**src/rtl/i2c_pkg.sv**
```systemverilog
// Shared definitions for the I2C register-write target: FSM states, default address, R/W bit values.
package i2c_pkg;

  typedef enum logic [3:0] {
    IDLE,
    ADDR,
    ADDR_ACK,
    PTR,
    PTR_ACK,
    WDATA,
    WDATA_ACK,
    RDATA,
    RACK,
    WAIT_STOP
  } state_e;

  localparam logic [6:0] DEV_ADDR_DEFAULT = 7'h2A;
  localparam logic       RW_WRITE         = 1'b0;
  localparam logic       RW_READ          = 1'b1;

endpackage

```
**src/rtl/i2c_sync_filter.sv**
```systemverilog
// Two-flop synchronizer for one bus pin, followed by an optional stable-sample glitch filter
// (enabled from the top when I2C_GLITCH_FILTER_EN is defined). Resets to the idle-bus level 1.
module i2c_sync_filter #(
  parameter bit          FILT_EN  = 1'b0,
  parameter int unsigned FILT_LEN = 3
) (
  input  logic clk,
  input  logic rst,
  input  logic pin_i,
  output logic level_o
);

  logic [1:0] sync_q;

  always_ff @(posedge clk or posedge rst) begin
    if (rst) begin
      sync_q <= 2'b11;
    end else begin
      sync_q <= {sync_q[0], pin_i};
    end
  end

  if (FILT_EN && (FILT_LEN > 0)) begin : gFilt
    localparam int CntW = $clog2(FILT_LEN + 1);

    logic [CntW-1:0] cnt_q;
    logic            level_q;

    // A new level is only accepted once it has been seen FILT_LEN times in a row.
    always_ff @(posedge clk or posedge rst) begin
      if (rst) begin
        cnt_q   <= '0;
        level_q <= 1'b1;
      end else if (sync_q[1] == level_q) begin
        cnt_q <= '0;
      end else if (cnt_q == CntW'(FILT_LEN - 1)) begin
        cnt_q   <= '0;
        level_q <= sync_q[1];
      end else begin
        cnt_q <= cnt_q + CntW'(1);
      end
    end

    assign level_o = level_q;
  end else begin : gBypass
    assign level_o = sync_q[1];
  end

endmodule

```
**src/rtl/i2c_target.sv**
```systemverilog
// I2C target that writes/reads a downstream register file through an auto-incrementing pointer.
// Define I2C_GLITCH_FILTER_EN to add the SCL_FILT-sample glitch filter after each synchronizer.
module i2c_target
  import i2c_pkg::*;
#(
  parameter logic [6:0]  DEV_ADDR = DEV_ADDR_DEFAULT,
  parameter int unsigned SCL_FILT = 3
) (
  input  logic       clk,
  input  logic       rst,
  input  logic       scl_in,
  input  logic       sda_in,
  output logic       sda_oe,
  output logic       wr_en,
  output logic [7:0] wr_addr,
  output logic [7:0] wr_data,
  output logic [7:0] rd_addr,
  input  logic [7:0] rd_data,
  output logic       busy
);

`ifdef I2C_GLITCH_FILTER_EN
  localparam bit FiltEn = 1'b1;
`else
  localparam bit FiltEn = 1'b0;
`endif

  logic scl;
  logic sda;

  i2c_sync_filter #(.FILT_EN(FiltEn), .FILT_LEN(SCL_FILT)) uSclSync (
    .clk     (clk),
    .rst     (rst),
    .pin_i   (scl_in),
    .level_o (scl)
  );

  i2c_sync_filter #(.FILT_EN(FiltEn), .FILT_LEN(SCL_FILT)) uSdaSync (
    .clk     (clk),
    .rst     (rst),
    .pin_i   (sda_in),
    .level_o (sda)
  );

  state_e     state_q, state_d;
  logic       sclPrev_q, sdaPrev_q;
  logic [7:0] shift_q, shift_d;
  logic [2:0] bitCnt_q, bitCnt_d;
  logic [7:0] ptr_q, ptr_d;
  logic       rw_q, rw_d;
  logic       sdaOe_q, sdaOe_d;
  logic       wrEn_q, wrEn_d;
  logic [7:0] wrAddr_q, wrAddr_d;
  logic [7:0] wrData_q, wrData_d;
  logic       busy_q, busy_d;

  logic       sclRise, sclFall, startDet, stopDet, lastBit;
  logic [7:0] rxByte;

  assign sclRise  = scl & ~sclPrev_q;
  assign sclFall  = ~scl & sclPrev_q;
  assign startDet = scl & sclPrev_q & sdaPrev_q & ~sda;
  assign stopDet  = scl & sclPrev_q & ~sdaPrev_q & sda;
  assign rxByte   = {shift_q[6:0], sda};
  assign lastBit  = (bitCnt_q == 3'd7);

  always_comb begin
    state_d  = state_q;
    shift_d  = shift_q;
    bitCnt_d = bitCnt_q;
    ptr_d    = ptr_q;
    rw_d     = rw_q;
    sdaOe_d  = sdaOe_q;
    wrEn_d   = 1'b0;
    wrAddr_d = wrAddr_q;
    wrData_d = wrData_q;
    busy_d   = busy_q;

    if (stopDet) begin
      state_d = IDLE;
      sdaOe_d = 1'b0;
      busy_d  = 1'b0;
    end else if (startDet) begin
      state_d  = ADDR;
      bitCnt_d = 3'd0;
      sdaOe_d  = 1'b0;
      busy_d   = 1'b1;
    end else begin
      case (state_q)
        ADDR: if (sclRise) begin
          shift_d  = rxByte;
          bitCnt_d = bitCnt_q + 3'd1;
          if (lastBit) begin
            if (rxByte[7:1] == DEV_ADDR) begin
              rw_d    = rxByte[0];
              state_d = ADDR_ACK;
            end else begin
              state_d = WAIT_STOP;
            end
          end
        end

        PTR: if (sclRise) begin
          shift_d  = rxByte;
          bitCnt_d = bitCnt_q + 3'd1;
          if (lastBit) begin
            ptr_d   = rxByte;
            state_d = PTR_ACK;
          end
        end

        WDATA: if (sclRise) begin
          shift_d  = rxByte;
          bitCnt_d = bitCnt_q + 3'd1;
          if (lastBit) begin
            wrEn_d   = 1'b1;
            wrAddr_d = ptr_q;
            wrData_d = rxByte;
            ptr_d    = ptr_q + 8'd1;
            state_d  = WDATA_ACK;
          end
        end

        // First SCL fall after the 8th bit starts the ACK, the second one ends it.
        ADDR_ACK, PTR_ACK, WDATA_ACK: if (sclFall) begin
          if (!sdaOe_q) begin
            sdaOe_d = 1'b1;
          end else begin
            sdaOe_d  = 1'b0;
            bitCnt_d = 3'd0;
            if (state_q == ADDR_ACK && rw_q == RW_READ) begin
              shift_d = rd_data;
              sdaOe_d = ~rd_data[7];
              state_d = RDATA;
            end else if (state_q == ADDR_ACK) begin
              state_d = PTR;
            end else begin
              state_d = WDATA;
            end
          end
        end

        RDATA: if (sclFall) begin
          if (lastBit) begin
            sdaOe_d  = 1'b0;
            bitCnt_d = 3'd0;
            state_d  = RACK;
          end else begin
            shift_d  = {shift_q[6:0], 1'b1};
            sdaOe_d  = ~shift_q[6];
            bitCnt_d = bitCnt_q + 3'd1;
          end
        end

        // The pointer moves past every byte sent, so it ends one past the last byte read.
        RACK: begin
          if (sclRise) begin
            ptr_d = ptr_q + 8'd1;
            if (sda) begin
              state_d = WAIT_STOP;
            end
          end else if (sclFall) begin
            shift_d  = rd_data;
            sdaOe_d  = ~rd_data[7];
            bitCnt_d = 3'd0;
            state_d  = RDATA;
          end
        end

        IDLE, WAIT_STOP: ;

        default: state_d = IDLE;
      endcase
    end
  end

  always_ff @(posedge clk or posedge rst) begin
    if (rst) begin
      state_q   <= IDLE;
      sclPrev_q <= 1'b1;
      sdaPrev_q <= 1'b1;
      shift_q   <= 8'hFF;
      bitCnt_q  <= 3'h7;
      ptr_q     <= 8'h00;
      rw_q      <= RW_WRITE;
      sdaOe_q   <= 1'b0;
      wrEn_q    <= 1'b0;
      wrAddr_q  <= 8'h00;
      wrData_q  <= 8'h00;
      busy_q    <= 1'b0;
    end else begin
      state_q   <= state_d;
      sclPrev_q <= scl;
      sdaPrev_q <= sda;
      shift_q   <= shift_d;
      bitCnt_q  <= bitCnt_d;
      ptr_q     <= ptr_d;
      rw_q      <= rw_d;
      sdaOe_q   <= sdaOe_d;
      wrEn_q    <= wrEn_d;
      wrAddr_q  <= wrAddr_d;
      wrData_q  <= wrData_d;
      busy_q    <= busy_d;
    end
  end

  assign sda_oe  = sdaOe_q;
  assign wr_en   = wrEn_q;
  assign wr_addr = wrAddr_q;
  assign wr_data = wrData_q;
  assign rd_addr = ptr_q;
  assign busy    = busy_q;

endmodule

```
**config.mk**
```make
export PLATFORM = sky130hd
export DESIGN_NAME = i2c_target
export DESIGN_NICKNAME = d
export VERILOG_FILES = /design/src/rtl/i2c_pkg.sv /design/src/rtl/i2c_sync_filter.sv /design/src/rtl/i2c_target.sv
export SDC_FILE = /design/constraint.sdc
export NUM_CORES = 1
export LEC_CHECK = 0
export ABC_AREA = 1
export BUFFER_PORTS_ARGS = -buffer_cell sky130_fd_sc_hd__buf_2
export CELL_PAD_IN_SITES_DETAIL_PLACEMENT = 0
export CELL_PAD_IN_SITES_GLOBAL_PLACEMENT = 1
export CORE_MARGIN = 2
export CORE_UTILIZATION = 44
export CTS_CLUSTER_DIAMETER = 120
export DETAILED_ROUTE_END_ITERATION = 8
export PLACE_DENSITY_LB_ADDON = 0.1
export SETUP_SLACK_MARGIN = 0.05
export SLEW_MARGIN = 30
export SYNTH_ARGS = -nofsm -noshare
export SYNTH_HDL_FRONTEND = slang
export SYNTH_HIERARCHICAL = 1
export SYNTH_SLANG_ARGS = --single-unit
```
**constraint.sdc**
```tcl
create_clock -name clk -period 2.6 [get_ports clk]
set_input_delay 0.26 -clock clk [delete_from_list [all_inputs] [get_ports clk]]
set_output_delay 0.26 -clock clk [all_outputs]
set_load 0.02 [all_outputs]
```
# Word-level counts from Yosys, hierarchy flattened
# Cells that the tools add are included.
# op_classes
addsub	2
n_eq_ne	45
n_mux	60
bitwise	15
reduce_logical	17
# op_table
op	n
two-way mux 4 bit	16
two-way mux 7 bit	8
inequality test 4 bit, second input constant	12
two-way mux 8 bit	5
two-way mux 3 bit	10
case mux 4 bit (7 select lines)	1
case mux 7 bit (4 select lines)	1
inequality test 2 bit, second input constant	12
case mux 8 bit (3 select lines)	1
inequality test 3 bit, second input constant	6
equality test 4 x 3 -> 1 bit, second input constant	4
two-way mux 1 bit	16
AND reduction 8 bit	2
AND reduction 13 bit	1
case mux 3 bit (4 select lines)	1
AND reduction 11 bit	1
AND reduction 5 bit	2
nonzero test 5 bit	2
adder 8 x 1 -> 8 bit, second input constant	1
equality test 4 x 2 -> 1 bit, second input constant	2
equality test 4 bit, second input constant	2
NOT 1 bit	8
bitwise AND 1 bit	7
equality test 7 x 6 -> 1 bit, second input constant	1
other kinds (16)	17
# totals
reg_bits	48
out_inout_bits	27

# Depth between registers and ports, before layout
# Gate-level depths: netlist of run 1.
# logic_depth
ltp_word	8
mapped_depth	12

# Cells and area by module
# The synthesis of run 1 kept the hierarchy.
# by_module_without_submodules
mod	instances	cells_each	area_each_um2	seq_area_each_um2
i2c_target	1	361	2590.0	1116.1
i2c_sync_filter	2	3	56.3	52.6

# Worst setup path after synthesis of run 1
# Ideal clock, no wire load.
# synth_path
path_type	register to register
start	register uSclSync.sync_q[1]
end	register ptr_q[0], in the netlist rd_addr[0]
setup_time_ps	118
t_arrival_ps	1600
t_required_ps	2482
slack_ps	882
stages_incl_launch_ff	12
synth_period_minus_slack_ps	1718
path_cell_list	dfstp_2 ha_1 nand2_1 nor2_1 inv_1 nand2_1 nor2_1 nand3_2 nor2_8 buf_8 nand2_1 o21ai_2
# synth_between
elab_chain_len	5
# synth_rtl
item	line_no	source
from (decl)	i2c_sync_filter.sv:13	logic [1:0] sync_q;
from (signal assigned)	i2c_sync_filter.sv:19	sync_q <= {sync_q[0], pin_i};
bitwise AND 1 bit	i2c_target.sv:62, i2c_target.sv:63	
bitwise AND 1 bit, on equally long branches (2 in series)	i2c_target.sv:63, i2c_target.sv:62	
NOT 1 bit (no line)	n/a	
AND reduction 8 bit (no line) *	n/a	
to (signal assigned)	i2c_target.sv:197	ptr_q <= ptr_d;
to (decl)	i2c_target.sv:49	logic [7:0] ptr_q, ptr_d;
# Every way passes the cells marked *; elsewhere a longest branch is shown, timed or not.
# A chain may end at the register's enable or synchronous reset.

# Worst setup path in the final report of run 1
# layout_path
start	register uSclSync.sync_q[1]
end	register state_q[2]
# layout_between
elab_chain_len	5
# layout_rtl
item	line_no	source
bitwise AND 1 bit, on equally long branches	i2c_target.sv:62, i2c_target.sv:63, i2c_target.sv:60	
bitwise AND 1 bit, or another cell as far along (2 in series)	i2c_target.sv:62	assign startDet = scl & sclPrev_q & sdaPrev_q & ~sda;
inequality test 5 x 4 -> 1 bit (no line), or another cell as far along	n/a	
AND reduction 13 bit (no line) or two-way mux 4 bit (tied branches)	n/a	
to (signal assigned)	i2c_target.sv:192	state_q <= state_d;
to (decl)	i2c_target.sv:45	state_e state_q, state_d;
# Several ways; a longest one is shown, not always the timed one.

==> results of run 1 <==
## synthesized netlist by cell type (all sizes together)
| master | number |
|---|---|
| nor2 | 33 |
| nor3b | 1 |
| xor2 | 4 |
| dfrtp | 32 |
| clkinv | 1 |
| buf | 4 |
| o21ai | 38 |
| o211ai | 1 |
| o22ai | 1 |
| inv | 46 |
| dfstp | 16 |
| nand3 | 34 |
| ha | 6 |
| a21oi | 8 |
| clkbuf | 3 |
| nand4 | 2 |
| nand2 | 135 |
| nor3 | 2 |
## through the flow
stage               power, mW  cell area, sq um  setup WS [ns]  utilization
floorplan                2.05              2700          0.882            -
global placement         2.35              2960          0.738        0.500
detailed placement       2.33              2960          0.716        0.500
CTS                      2.83              3060          0.715        0.517
global route             3.08              3060          0.558        0.517
finish                   2.81              3060          0.725        0.517
## state kept, by name, summed over array words and instances, names as in the netlist
signal / count
bitCnt_q: 3
busy: 1
rd_addr: 8
rw_q: 1
sclPrev_q: 1
sdaPrev_q: 1
sda_oe: 1
shift_q: 7
state_q: 4
uSclSync/sync_q: 2
uSdaSync/sync_q: 2
wr_addr: 8
wr_data: 8
wr_en: 1
## what timing repair did
action,4_1_cts,5_1_grt
hold buffers,1,0
hold endpoints to repair,4,0
buffers inserted,0,0
## cells by family (layout without fill, tap and decap cells)
| family | count (synthesis) | after routing | synth area share |
|---|---|---|---|
| AND/OR/NAND/NOR | 207 | 207 | 0.333 |
| buffers and inverters | 54 | 96 | 0.0815 |
| AO/OA/AOI/OAI | 48 | 48 | 0.0931 |
| flip-flops | 48 | 48 | 0.452 |
| adder cells (fa/ha/maj) | 6 | 6 | 0.0278 |
| XOR/XNOR | 4 | 4 | 0.0130 |
## worst max-delay path by stage
| stage | depth (start not counted) | endpoint | startpoint | slack, ns |
|---|---|---|---|---|
| 3_3_place_gp | 11 | rd_addr[7]$_DFFE_PP0P_ | uSclSync/sync_q[1]$_DFF_PP1_ | 0.74 |
| 6_report | 10 | state_q[2]$_DFFE_PP0P_ | uSclSync/sync_q[1]$_DFF_PP1_ | 0.72 |
| 4_1_cts | 11 | rd_addr[7]$_DFFE_PP0P_ | uSclSync/sync_q[1]$_DFF_PP1_ | 0.72 |
| 3_5_place_dp | 10 | state_q[2]$_DFFE_PP0P_ | uSclSync/sync_q[1]$_DFF_PP1_ | 0.72 |
| 2_1_floorplan | 11 | rd_addr[0]$_DFFE_PP0P_ | uSclSync/sync_q[1]$_DFF_PP1_ | 0.88 |
| 5_1_grt | 10 | state_q[3]$_DFFE_PP0P_ | uSclSync/sync_q[1]$_DFF_PP1_ | 0.56 |
## layer usage
| metal | track usage | vias to the layer above |
|---|---|---|
| li1 | - | 1230 |
| met1 | 0.308 | 1103 |
| met2 | 0.306 | 53 |
| met3 | 0.0326 | 2 |
| met4 | 0.0400 | 0 |
| met5 | 0 | - |
## power breakdown
part	switching [mW]	internal, mW
logic	0.865	0.396
registers	0.131	0.933
clock network	0.268	0.219
total	1.26	1.55
## layout make-up
type	count	area [sq um]	area share
Tap cell	75	93.8	0.0306
Clock inverter	1	8.76	0.00286
Clock buffer	7	86.3	0.0282
Timing Repair Buffer	41	215	0.0703
Inverter	47	176	0.0576
Multi-Input combinational cell	265	1260	0.412
Sequential cell	48	1220	0.399
==> flow_summary.ini, run 1 <==
[routing]
antenna_left = 0
wl_met1_um = 3230
wirelength_um = 6280
dr.pass1.iters = 5
wl_per_cell_um = 13.0
viasPerCell = 4.93
drt_first_iter_violations = 160
wl_met2_um = 2710
dr_wl_met3_um = 308
drc_errors = 0
top_layer_used = met4
vias = 2388

[timing]
period_share = 0.721
skew_ns = 0.0141
worst_pin_slew_ns = 0.565
hold_violations = 0
holdWs_ns = 0.0532
rsz0062_at_grt = false
finalSetupViolations = 0
tns_ns = 0
slew_violations = 0
slew-limit-headroom = 0.623
layout_min_cycle_time_ns = 1.88
fmax_ghz = 0.533

[worst_setup_path]
arrival_ns = 2.07
ff2ff_path_depth = 10
cp.required_ns = 2.80
reg2reg_setup_slack_ns = 0.72
crit_top_cell = nand2_1
r2r-start = uSclSync/sync_q[1]$_DFF_PP1_
worstSetupPathType = reg -> reg
crit_path_end_kind = register
crit_slowest_cell = dfstp_2
slowest_delay_ns = 0.57
crit_family = simple AND/OR/NAND/NOR gates
critical_path_buf_inv_count = 2
r2r-end = state_q[2]$_DFFE_PP0P_
crit_path_max_fanout = 5
path_cells = ha_1 > nand2_1 > nor2_1 > inv_1 > nand3_1 > o21ai_1 > inv_1 > nand2_1 > nand2_1 > nand2_1
start_kind = register

[worst_hold_path]
hp-start = sda_in
min_path_cells = 1
hold_path.class = in -> reg
min_to = uSdaSync/sync_q[0]$_DFF_PP1_

[power_and_ir_drop]
ir_drop_v = 0.000521
pwr_density_cell_nw_per_um2 = 918
leakage_nw = 1.64

[yosys]
mappedNetlistArea_sq_um = 2700
postSynthCellCount = 367
synth_seq_cells = 48
synth_seq_area_share = 0.452
yosys_warnings = 6
synth_nets = 385
yosys-top-cells-area = dfrtp_1 (30%), nand2_1 (18%), dfstp_2 (16%)
synthDominantAreaCellType = dfrtp_1
synth.avg_cell_area_sq_um = 7.36
synth_cell_types = 28
synthDominantCellAreaShare = 0.296

[clock_network]
clock_latency_ns = 0.31
cts.sinks = 48
htreeDepth = 2
cts_root_buf = clkbuf_8
cts.repair.resized = 0
clk_path_buf_depth = 2
cts_inserted_buffers = 5
tritoncts = yes
path_clk_slew_ns = 0.09

[floorplan]
die_y_um = 82.4
initial_core_util = 0.456
rows = 28
pin_count = 39
die_area_sq_um = 6780
core_area_sq_um = 5920
die_width_um = 82.4

[global_route]
grt_use_total = 0.203
grt_pass1_wl_um = 10600
grt_max_degree = 45
antenna_found_initial = 0
grt_overflow = 0
grt_pass1_vias = 2211

[place]
numPortBuffers = 38
placedCellCount = 475
place_congestion = 0.972
dpl.hpwl_um = 4670

[cells_and_area]
syn2layout_area_growth_pct = 13.3
fillers = 592
drive_above_1_share = 0.193
most-common-layout-cells = nand2_1 (130), inv_1 (43), buf_2 (38), nand3_1 (32), dfrtp_1 (32)
finalNonFillerCells = 484
nets = 426
antenna_cells = 0
final_common_cell = nand2_1

[run_status]
outcome = finished, final reports clean

[flow_run]
drv_cap = 0
Note: power is estimated with default switching activity, not from simulation.
==> inputs of run 2 (changes only) <==
CORE_UTILIZATION = 41   (was 44)
clock period = 1.9 ns   (was 2.6 ns; I/O delays follow)
==> flow_summary.ini, run 2 (synthesis results as in run 1) <==
[timing]
tns_ns = 0
period_share = 0.896
slew-limit-headroom = 0.614
holdWs_ns = 0.188
hold_violations = 0
finalSetupViolations = 0
layout_min_cycle_time_ns = 1.70
skew_ns = 0.00899
fmax_ghz = 0.587
rsz0062_at_grt = true
slew_violations = 0
worst_pin_slew_ns = 0.579

[floorplan]
die_area_sq_um = 7260
die_y_um = 85.2
die_width_um = 85.2
initial_core_util = 0.426
pin_count = 39
rows = 29
core_area_sq_um = 6350

[power_and_ir_drop]
leakage_nw = 1.69
total_power_mw = 4.00
pwr_density_cell_nw_per_um2 = 1250
ir_drop_v = 0.000716

[place]
placedCellCount = 483
dpl.hpwl_um = 4730
place_congestion = 0.868
numPortBuffers = 38
post_dp_cell_area_sq_um = 3020

[cells_and_area]
drive_above_1_share = 0.237
antenna_cells = 0
design_area_sq_um = 3200
final_common_cell = nand2_1
finalNonFillerCells = 495
most-common-layout-cells = nand2_1 (127), inv_1 (42), buf_2 (38), nand3_1 (32), dfrtp_1 (31)
fillers = 652
syn2layout_area_growth_pct = 18.5
nets = 435

[run_status]
outcome = finished, final reports clean

[worst_setup_path]
arrival_ns = 1.94
worstSetupPathType = reg -> reg
crit_slowest_cell = dfstp_2
reg2reg_setup_slack_ns = 0.20
crit_path_end_kind = register
path_cells = ha_1 > nand2_1 > nor2_4 > inv_2 > nand3_1 > nand3_1 > inv_1 > nand2_1 > nand2_1 > nand2_1
start_kind = register
crit_top_cell = nand2_1
cp.required_ns = 2.14
slowest_delay_ns = 0.57
crit_family = simple AND/OR/NAND/NOR gates
critical_path_buf_inv_count = 2
crit_path_max_fanout = 5

[global_route]
grt_max_degree = 45
grt_pass1_wl_um = 11100
grt_overflow = 0
grt_pass1_vias = 2323
grt_use_total = 0.190
antenna_found_initial = 0

[routing]
dr.pass1.iters = 4
viasPerCell = 4.85
drt_first_iter_violations = 133
vias = 2400
drc_errors = 0
wirelength_um = 6490
wl_per_cell_um = 13.1
antenna_left = 0

[clock_network]
clk_path_buf_depth = 2
htreeDepth = 2
cts_inserted_buffers = 5
cts_root_buf = clkbuf_8
postCtsSetupBuffers = 0
clock_latency_ns = 0.31
cts.sinks = 48
path_clk_slew_ns = 0.09
tritoncts = yes

[flow_run]
drv_cap = 0

[worst_hold_path]
hold_path.class = in -> reg
[run 2: cell count changes in the layout (fill, tap and decap cells not counted), moves of 2 or more]
cell,previous run,this run
dlygate4sd3_1,1,3
nor2_1,28,24
ha_1,6,4
nand2_2,1,4
inv_2,2,4
nor2_4,0,4
buf_4,2,7
nand2_1,130,127
ha_2,0,2
[run 2: final cells by class]
type | count | area (sq um) | area share
clock buffer | 6 | 82.6 | 0.0258
clock inverter | 2 | 13.8 | 0.00430
inverter | 47 | 176 | 0.0551
multi-input combinational | 266 | 1320 | 0.411
sequential | 48 | 1220 | 0.382
tap | 77 | 96.3 | 0.0301
timing repair buffer | 49 | 293 | 0.0914
[run 2: what timing repair did]
action,in CTS,in global routing
endpoints found under the hold margin,6,0
endpoints found under the setup margin,14,26
pin swaps,2,3
hold buffers,3,0
gates resized for setup,4,11
gates cloned,1,0
[run 2: report_power, final]
| part | switching (mW) | internal (mW) |
|---|---|---|
| clock network | 0.368 | 0.298 |
| registers | 0.191 | 1.28 |
| logic | 1.23 | 0.641 |
[run 2: final timing paths]
path | endpoint | depth (start not counted) | startpoint
min | shift_q[5]$_DFFE_PP1P_ | 5 | rd_data[5]
max in group asynchronous | state_q[0]$_DFFE_PP0P_ | 4 | rst
min in group asynchronous | uSdaSync/sync_q[1]$_DFF_PP1_ | 3 | rst
max reg2reg | bitCnt_q[0]$_DFFE_PP1P_ | 10 | uSclSync/sync_q[1]$_DFF_PP1_
min reg2reg | uSclSync/sync_q[1]$_DFF_PP1_ | 0 | uSclSync/sync_q[0]$_DFF_PP1_
max | bitCnt_q[0]$_DFFE_PP1P_ | 10 | uSclSync/sync_q[1]$_DFF_PP1_
[run 2: tightest hold or removal path: cells and delay by family]
family	cells	cell delay, ns
AOI/OAI and AO/OA	1	0.06
and+or+nand+nor	3	0.14
buffers and inverters	1	0.07
[run 2: stage by stage]
| stage | utilization | setup WS (ns) |
|---|---|---|
| 2_1_floorplan | - | 0.182 |
| 3_3_place_gp | 0.475 | 0.0755 |
| 3_5_place_dp | 0.475 | 0.0257 |
| 4_1_cts | 0.499 | 0.0771 |
| 5_1_grt | 0.504 | 0.0473 |
| 6_report | 0.504 | 0.197 |
[run 2: per-layer routing]
| layer | routed length [um] | vias up | GRT usage |
|---|---|---|---|
| li1 | - | 1247 | - |
| met1 | 3390 | 1088 | 0.286 |
| met2 | 2760 | 54 | 0.276 |
| met3 | 221 | 11 | 0.0311 |
| met4 | 114 | 0 | 0.0649 |
| met5 | 0 | - | 0 |
==> inputs of run 3 (changes only) <==
ABC_AREA = default   (was 1)
CORE_UTILIZATION = 40   (was 41)
clock period = 1.51 ns   (was 1.9 ns; I/O delays follow)
==> flow_summary.ini, run 3 <==
[routing]
dr.pass1.iters = 6
drt_first_iter_violations = 127
vias = 2388
drc_errors = 0
antenna_left = 0
wirelength_um = 7330
wl_per_cell_um = 16.7
viasPerCell = 5.44

[clock_network]
tritoncts = yes
clock_latency_ns = 0.31
cts_inserted_buffers = 5
htreeDepth = 2
clk_path_buf_depth = 2
path_clk_slew_ns = 0.10
cts_root_buf = clkbuf_8
cts.sinks = 48

[place]
placedCellCount = 409
dpl.hpwl_um = 4960
numPortBuffers = 38
place_congestion = 0.895
post_dp_cell_area_sq_um = 3450

[cells_and_area]
design_area_sq_um = 4030
antenna_cells = 0
most-common-layout-cells = buf_4 (49), buf_2 (39), dfrtp_1 (32), mux2_2 (26), buf_6 (20)
finalNonFillerCells = 439
multi_input_area_sq_um = 1630
drive_above_1_share = 0.583
final_common_cell = buf_4
utilization = 0.627
regArea_sq_um = 1220
syn2layout_area_growth_pct = 50.5
nets = 379
fillers = 551

[yosys]
synth_top_flop_cell = dfrtp_1
synthDominantAreaCellType = dfrtp_1
ys_async_sr_fraction = 1.00
synth.most_common_cell = mux2_2
synth_common_cells = mux2_2 (34), dfrtp_1 (32), a21oi_1 (16), dfstp_2 (16)
synthDominantCellAreaShare = 0.299
synth_seq_area_share = 0.457
synth_nets = 271
mappedNetlistArea_sq_um = 2680
yosys_warnings = 6
synth_seq_cells = 48
synth.avg_cell_area_sq_um = 10.6
synth_edf_count = 0
postSynthCellCount = 253
synth_cell_types = 52
yosys-top-cells-area = dfrtp_1 (30%), dfstp_2 (16%), mux2_2 (14%)

[timing]
rsz0062_at_grt = true
worst_pin_slew_ns = 0.539
slew-limit-headroom = 0.638
holdWs_ns = 0.198
hold_violations = 0
period_share = 1.36
skew_ns = 0.00758
fmax_ghz = 0.489
slew_violations = 0
layout_min_cycle_time_ns = 2.05
fin_ws_ns = -0.537
finalSetupViolations = 42

[floorplan]
rows = 29
core_area_sq_um = 6420
pin_count = 39
die_width_um = 85.8
die_y_um = 85.8
initial_core_util = 0.417
die_area_sq_um = 7360

[power_and_ir_drop]
ir_drop_v = 0.000632
leakage_nw = 1.89
total_power_mw = 5.19
pwr_density_cell_nw_per_um2 = 1290

[worst_setup_path]
crit_path_max_fanout = 7
start_kind = register
crit_slowest_cell = or4b_4
path_cells = or4b_4 > o22a_4 > nor4_4 > buf_6 > mux2_2
worstSetupPathType = reg -> reg
slowest_delay_ns = 0.52
crit_family = simple AND/OR/NAND/NOR gates
arrival_ns = 2.29
cp.required_ns = 1.76
crit_path_end_kind = register
critical_path_buf_inv_count = 1

[worst_hold_path]
hold_path.class = in -> reg

[run_status]
violations = setup timing
outcome = finished with violations

[global_route]
antenna_found_initial = 0
grt_overflow = 0
grt_max_degree = 33
grt_pass1_wl_um = 12400
grt_use_total = 0.215
grt_pass1_vias = 2478

[flow_run]
drv_cap = 0
[run 3: cell count changes after synthesis, moves of 6 or more]
cell and delta:
a21oi_1 +8, a31oi_1 +6, mux2_2 +34, o21ai_1 -6, o22a_1 +7, inv_1 -30
nand2_1 -116, clkbuf_1 +8, o21ai_0 -24, nor2_1 -17, nand3_1 -22
[run 3: worst paths after layout]
| check | from | end | slack, ns | cells past startpoint |
|---|---|---|---|---|
| min in group asynchronous | rst | state_q[0]$_DFFE_PP0P_ | 0.37 | 3 |
| worst min register to register | uSclSync/sync_q[0]$_DFF_PP1_ | uSclSync/sync_q[1]$_DFF_PP1_ | 0.35 | 0 |
| worst max-delay path | state_q[0]$_DFFE_PP0P_ | shift_q[5]$_DFFE_PP1P_ | -0.54 | 5 |
| worst max register to register | state_q[0]$_DFFE_PP0P_ | shift_q[5]$_DFFE_PP1P_ | -0.54 | 5 |
| worst min-delay path | rd_data[4] | shift_q[4]$_DFFE_PP1P_ | 0.20 | 3 |
| max in group asynchronous | rst | shift_q[5]$_DFFE_PP1P_ | 0.58 | 4 |
[run 3: worst reg2reg max path, stage by stage (launching register included)]
cell and delay [ns]:
dfrtp_1 0.43, or4b_4 0.52, o22a_4 0.27, nor4_4 0.25, buf_6 0.18, mux2_2 0.34
[run 3: final cells by class]
| class | instances | share of cell area |
|---|---|---|
| Clock buffer | 6 | 0.0205 |
| Sequential cell | 48 | 0.303 |
| Clock inverter | 2 | 0.00342 |
| Multi-Input combinational cell | 176 | 0.404 |
| Timing Repair Buffer | 116 | 0.232 |
| Inverter | 14 | 0.0131 |
| Tap cell | 77 | 0.0239 |
[run 3: through the flow]
step                setup TNS [ns]  setup slack, ns
finish                      -15.72           -0.537
global route                -18.92           -0.595
CTS                         -16.61           -0.535
detailed placement          -15.32           -0.568
global placement            -14.92           -0.523
floorplan                    -9.99           -0.578
[run 3: cells by family after synthesis]
kind of cell / synth area share
DFF: 0.457
muxes: 0.158
adders and majority gates: 0.0281
xor gates and xnor gates: 0.00655
AOI/OAI and AO/OA: 0.161
and+or+nand+nor: 0.148
buffers and inverters: 0.0416
[run 3: what timing repair did]
action | CTS | global route
hold buffers | 3 | 0
endpoints found under the setup margin | 42 | 42
endpoints found under the hold margin | 13 | 0
resized for setup | 50 | 18
pin swaps | 12 | 13
setup buffers | 13 | 4
cloned | 2 | 2
[run 3: per-layer routing]
| metal | track usage | part of all wire | wire [um] |
|---|---|---|---|
| met5 | 0 | 0 | 0 |
| met4 | 0.0577 | 0.012 | 89 |
| met3 | 0.0366 | 0.036 | 262 |
| met2 | 0.330 | 0.46 | 3340 |
| met1 | 0.316 | 0.50 | 3630 |
[run 3: power breakdown]
group | total, mW | internal, mW | switching (mW)
registers | 1.82 | 1.59 | 0.228
logic | 2.52 | 1.32 | 1.20
clock network | 0.854 | 0.376 | 0.478
total | 5.19 | 3.29 | 1.90
